## src/rtl/exe_alu_stage.sv

```systemverilog
// Execute stage: operand-2 shifter, 33-bit ALU with NZCV status, branch target adder
// and the EX/MEM pipeline register. Every register is held while freeze is high.
module exe_alu_stage (
  input  logic        clk,
  input  logic        rst,
  input  logic        freeze,
  input  logic [31:0] pc_in,
  input  logic        wb_en,
  input  logic        mem_r_en,
  input  logic        mem_w_en,
  input  logic        b,
  input  logic        s,
  input  logic        imm,
  input  logic [3:0]  exe_cmd,
  input  logic [31:0] val_rn,
  input  logic [31:0] val_rm,
  input  logic [11:0] shift_operand,
  input  logic [23:0] signed_imm_24,
  input  logic [3:0]  dest,
  output logic        branch_taken,
  output logic [31:0] branch_addr,
  output logic [3:0]  status,
  output logic        wb_en_out,
  output logic        mem_r_en_out,
  output logic        mem_w_en_out,
  output logic [31:0] alu_result,
  output logic [31:0] val_rm_out,
  output logic [3:0]  dest_out,
  output logic [31:0] pc_out
);

  logic [3:0]  r_status;
  logic [31:0] r_alu_result;
  logic [31:0] r_val_rm;
  logic [3:0]  r_dest;
  logic [31:0] r_pc;
  logic        r_wb_en;
  logic        r_mem_r_en;
  logic        r_mem_w_en;

  logic [31:0] w_imm8;
  logic [5:0]  w_imm_rot;
  logic [4:0]  w_sh_amt;
  logic [31:0] w_val2;
  logic        w_mem_op;
  logic [3:0]  w_cmd;
  logic [32:0] w_wide;
  logic [31:0] w_res;
  logic        w_c;
  logic        w_v;
  logic        w_logic_op;
  logic        w_arith_op;
  logic [3:0]  w_flags;

  assign w_imm8    = {24'd0, shift_operand[7:0]};
  assign w_imm_rot = {1'b0, shift_operand[11:8], 1'b0};
  assign w_sh_amt  = shift_operand[11:7];
  assign w_mem_op  = mem_r_en | mem_w_en;
  assign w_cmd     = w_mem_op ? 4'b0010 : exe_cmd;

  // Right-rotates rely on a shift by 32 yielding zero, so amount 0 passes the value through.
  always_comb begin
    w_val2 = 32'd0;
    if (imm) begin
      w_val2 = (w_imm8 >> w_imm_rot) | (w_imm8 << (6'd32 - w_imm_rot));
    end else if (w_mem_op) begin
      w_val2 = {20'd0, shift_operand};
    end else begin
      case (shift_operand[6:5])
        2'b00:   w_val2 = val_rm << w_sh_amt;
        2'b01:   w_val2 = val_rm >> w_sh_amt;
        2'b10:   w_val2 = $unsigned($signed(val_rm) >>> w_sh_amt);
        default: w_val2 = (val_rm >> w_sh_amt) | (val_rm << (6'd32 - {1'b0, w_sh_amt}));
      endcase
    end
  end

  always_comb begin
    w_wide     = 33'd0;
    w_res      = 32'd0;
    w_c        = r_status[1];
    w_v        = r_status[0];
    w_logic_op = 1'b0;
    w_arith_op = 1'b0;
    case (w_cmd)
      4'b0001: begin w_res = w_val2;           w_logic_op = 1'b1; end
      4'b1001: begin w_res = ~w_val2;          w_logic_op = 1'b1; end
      4'b0110: begin w_res = val_rn & w_val2;  w_logic_op = 1'b1; end
      4'b0111: begin w_res = val_rn | w_val2;  w_logic_op = 1'b1; end
      4'b1000: begin w_res = val_rn ^ w_val2;  w_logic_op = 1'b1; end
      4'b0010, 4'b0011: begin
        w_wide = {1'b0, val_rn} + {1'b0, w_val2} + {32'd0, (w_cmd[0] & r_status[1])};
        w_res  = w_wide[31:0];
        w_c    = w_wide[32];
        w_v    = (val_rn[31] == w_val2[31]) && (w_res[31] != val_rn[31]);
        w_arith_op = 1'b1;
      end
      4'b0100, 4'b0101: begin
        w_wide = {1'b0, val_rn} - {1'b0, w_val2} - {32'd0, (w_cmd[0] & ~r_status[1])};
        w_res  = w_wide[31:0];
        w_c    = ~w_wide[32];
        w_v    = (val_rn[31] != w_val2[31]) && (w_res[31] != val_rn[31]);
        w_arith_op = 1'b1;
      end
      default: w_res = 32'd0;
    endcase
  end

  always_comb begin
    w_flags = r_status;
    if (w_logic_op) w_flags = {w_res[31], (w_res == 32'd0), r_status[1:0]};
    if (w_arith_op) w_flags = {w_res[31], (w_res == 32'd0), w_c, w_v};
  end

  always_ff @(posedge clk or negedge rst) begin
    if (!rst) begin
      r_status     <= 4'd0;
      r_alu_result <= 32'd0;
      r_val_rm     <= 32'd0;
      r_dest       <= 4'd0;
      r_pc         <= 32'd0;
      r_wb_en      <= 1'b0;
      r_mem_r_en   <= 1'b0;
      r_mem_w_en   <= 1'b0;
    end else if (!freeze) begin
      if (s) r_status <= w_flags;
      r_alu_result <= w_res;
      r_val_rm     <= val_rm;
      r_dest       <= dest;
      r_pc         <= pc_in;
      r_wb_en      <= wb_en;
      r_mem_r_en   <= mem_r_en;
      r_mem_w_en   <= mem_w_en;
    end
  end

  assign branch_taken = b;
  assign branch_addr  = pc_in + {{6{signed_imm_24[23]}}, signed_imm_24, 2'b00};
  assign status       = r_status;
  assign alu_result   = r_alu_result;
  assign val_rm_out   = r_val_rm;
  assign dest_out     = r_dest;
  assign pc_out       = r_pc;
  assign wb_en_out    = r_wb_en;
  assign mem_r_en_out = r_mem_r_en;
  assign mem_w_en_out = r_mem_w_en;

endmodule

```

## config.mk

```make
export PLATFORM = sky130hd
export DESIGN_NAME = exe_alu_stage
export DESIGN_NICKNAME = d
export VERILOG_FILES = /design/src/rtl/exe_alu_stage.sv
export SDC_FILE = /design/constraint.sdc
export NUM_CORES = 1
export LEC_CHECK = 0
export BUFFER_PORTS_ARGS = -buffer_cell sky130_fd_sc_hd__clkbuf_2
export CAP_MARGIN = 20
export CORE_UTILIZATION = 25
export DETAILED_ROUTE_END_ITERATION = 6
export RECOVER_POWER = 25
export SYNTH_ARGS = -nofsm -noshare
export SYNTH_HDL_FRONTEND = slang
export SYNTH_SLANG_ARGS = --single-unit
```

## constraint.sdc

```tcl
create_clock -name clk -period 4.15 [get_ports clk]
set_clock_uncertainty 0.15 [all_clocks]
set_input_delay 0.415 -clock clk [delete_from_list [all_inputs] [get_ports clk]]
set_output_delay 0.415 -clock clk [all_outputs]
set_load 0.02 [all_outputs]
```

==> impl_metrics.py <==
metrics = {
    "status": {
        "status": "finished, violations left",
        "violations": "capacitance limit, slew limit, setup timing",
    },
    "worst_setup_path": {
        "cp_common_cell": "buf_12",
        "cp-end-kind": "flop",
        "crit_path_max_fanout": 7,
        "crit_required_ns": 4.34,
        "cp.arrival_ns": 6.16,
        "crit_family": "compound AO/OA/AOI/OAI gates",
        "crit_slowest_cell": "mux4_2",
        "critPathLaunchType": "input port",
        "cpPeakStageDelay_ns": 0.62,
        "cp_num_buf_inv": 7,
        "worst-setup-path-type": "input port to flop",
    },
    "placement": {
        "dp_slack_ns": -2.73,
        "io_buffers": 286,
        "numPlacedInstances": 4584,
        "dp_hpwl_um": 95900,
        "gp_congestion": 1.10,
        "place_area_um2": 30000,
    },
    "cells_and_area": {
        "layout-drive-gt1-share": 0.514,
        "finalNonFillerCells": 4686,
        "design_area_um2": 33100,
        "nets": 3942,
        "finish.utilization": 0.416,
        "syn_to_final_growth_pct": 63.5,
    },
    "route": {
        "dr.pass1.iters": 7,
        "antenna_left": 0,
        "finalWirelength_um": 119000,
        "drcViolationCount": 0,
        "vias": 26600,
        "drtIter0Drc": 2854,
        "avgViaCountPerCell": 5.68,
        "wl_per_cell_um": 25.4,
    },
    "power_and_ir_drop": {
        "switching_share": 0.463,
        "power_frac_comb": 0.740,
        "p_leak_nw": 14.9,
        "ir_drop_mv": 0.301,
        "total_power_mw": 8.29,
        "p_sw_mw": 3.84,
        "internal_power_mw": 4.45,
        "pwr_density_cell_nw_per_um2": 251,
        "seq_power_share": 0.153,
        "power_frac_clock": 0.107,
    },
    "clock_network": {
        "clk_latency_ns": 0.40,
        "cts.sinks": 107,
        "cts_tree": "built",
        "cts_inserted_buffers": 9,
        "clkTransAtPathRegs_ns": 0.09,
        "clockBufferDepth": 2,
        "cts_htree_levels": 3,
        "root_buffer": "clkbuf_16",
    },
    "synth": {
        "ys_types": 105,
        "seq_area_frac_synth": 0.132,
        "syn_avg_cell_area_um2": 8.08,
        "synth-seq-cells": 107,
        "ys_warn_count": 0,
        "synth_largest_area_cell": "dfrtp_1",
        "synth_top_area_frac": 0.132,
        "synthCells": 2505,
        "synth_area_um2": 20200,
        "synth_top_flop_cell": "dfrtp_1",
        "synth.net_count": 2817,
        "synth_edf_count": 0,
        "yosys-top-cells-area": "dfrtp_1, mux4_2, ha_1",
        "synthArstFlopShare": 1.00,
    },
    "sta": {
        "fmax_mhz": 168,
        "worst_pin_slew_ns": 2.84,
        "period_minus_slack_ns": 5.97,
        "hold_ws_ns": 0.0992,
        "drv_slew": 154,
        "tns_ns": -35.67,
        "final.period_utilization": 1.44,
        "hold_viol": 0,
        "finalSetupViolCount": 36,
        "worst_slack_ns": -1.82,
        "max_slew_margin": -0.894,
        "grt_setup_unrepaired": "yes",
    },
    "floorplanning": {
        "coreArea_um2": 79500,
        "fp.dieW_um": 287,
        "pin_count": 289,
        "fp.dieH_um": 287,
        "num_rows": 103,
        "dieArea_um2": 82100,
        "start_util": 0.254,
    },
    "grt": {
        "grt_max_degree": 108,
        "antenna_found_initial": 4,
        "grt_overflow": 0,
        "grt_pass1_vias": 25800,
        "grt_util_all_layers": 0.281,
        "grt_pass1_wl_um": 172000,
    },
    "flow_run": {
        "maxCapViolations": 2,
    },
    "hold_path": {
        "hold_path_class": "input port to flop",
    },
}
==> layout make-up <==
cell class / instances / area, µm²
flip-flops and latches: 107 / 2680
clock inverters: 7 / 61.3
diodes: 1 / 2.50
repair buffers: 1314 / 9790
inverters: 166 / 667
fillers: 7784 / 46400
clock buffers: 9 / 225
multi-input cells: 2032 / 18400
well taps: 1050 / 1310
==> sequential cells by signal, indices dropped and copies added, names as in the netlist <==
name	flops
val_rm_out	32
status	4
mem_w_en_out	1
alu_result	32
dest_out	4
pc_out	32
mem_r_en_out	1
wb_en_out	1
==> power by group through the flow <==
stage | clock network [mW] | logic (mW) | registers (mW)
CTS | 0.923 | 5.69 | 1.27
detailed placement | 0 | 5.17 | 1.29
global route | 0.952 | 6.44 | 1.28
global placement | 0 | 5.17 | 1.28
floorplan | 0 | 2.47 | 1.45
finish | 0.890 | 6.13 | 1.27
==> kinds of logic (layout without fill, tap and decap cells) <==
| family | count (synthesis) | in the layout | synth area share |
|---|---|---|---|
| adder cells (fa/ha/maj) | 163 | 163 | 0.103 |
| XOR/XNOR | 67 | 67 | 0.0294 |
| AND/OR/NAND/NOR | 698 | 698 | 0.165 |
| flip-flops | 107 | 107 | 0.132 |
| multiplexers | 314 | 314 | 0.220 |
| other | 0 | 1 | 0 |
| buffers and inverters | 366 | 1496 | 0.0773 |
| AO/OA/AOI/OAI | 790 | 790 | 0.273 |
==> worst register-to-register path, delay by kind of cell (launching register included) <==
kind | cells | cell delay [ns]
fa+ha+maj | 2 | 0.68
compound gates | 6 | 1.24
buf+inv | 4 | 0.55
flops | 1 | 0.60
xor+xnor | 1 | 0.17
simple gates | 6 | 1.47
==> synthesized netlist by cell type (36+ instances only) <==
| library cell | number |
|---|---|
| xnor2_1 | 51 |
| a211oi_1 | 40 |
| nand2_1 | 228 |
| a21oi_1 | 147 |
| nand3_1 | 62 |
| o211ai_1 | 36 |
| ha_1 | 158 |
| o22ai_1 | 42 |
| o21ai_0 | 125 |
| mux4_2 | 94 |
| inv_1 | 162 |
| mux2i_1 | 112 |
| nand2b_1 | 42 |
| buf_2 | 39 |
| mux2_2 | 103 |
| nor2_1 | 166 |
| dfrtp_1 | 107 |
| a31oi_1 | 42 |
| nor3_1 | 49 |
| clkbuf_1 | 126 |
==> layer usage <==
layer  part of all wire  GRT usage  up-vias
met5            0.00038          0        -
met3               0.10     0.0665      334
met2               0.43      0.429     1597
met1               0.41      0.369    12900
met4              0.059      0.138        8
li1                   -          -    11800
==> final timing paths <==
kind                                  start             end  slack (ns)  cells past startpoint
setup / recovery           shift_operand[7]       status[2]       -1.82                     28
hold / removal                      dest[1]     dest_out[1]         0.1                      2
setup reg to reg                  status[1]       status[2]       -0.76                     19
hold reg to reg               alu_result[5]   alu_result[5]        0.33                      1
max in group asynchronous               rst  alu_result[19]        0.75                      3
min in group asynchronous               rst   val_rm_out[4]        1.35                      3
==> layout by cell type, fill, tap and decap left out, drive strengths merged, types with 50 or more instances in the layout <==
cell,instances
mux2,108
o21ai,139
ha,158
nor3,50
mux2i,112
nand3,62
dfrtp,107
clkbuf,292
nand2,228
mux4,94
nor2,166
a21oi,147
buf,1030
inv,167
xnor2,52
==> repair_timing <==
action	4_1_cts	5_1_grt
hold buffers	1	0
hold endpoints to repair	79	0
endpoints found under the setup margin	41	42
pin swaps	112	114
cloned	1	0
resized for setup	266	169
buffers inserted	62	44
Note: power is estimated with default switching activity, not from simulation.
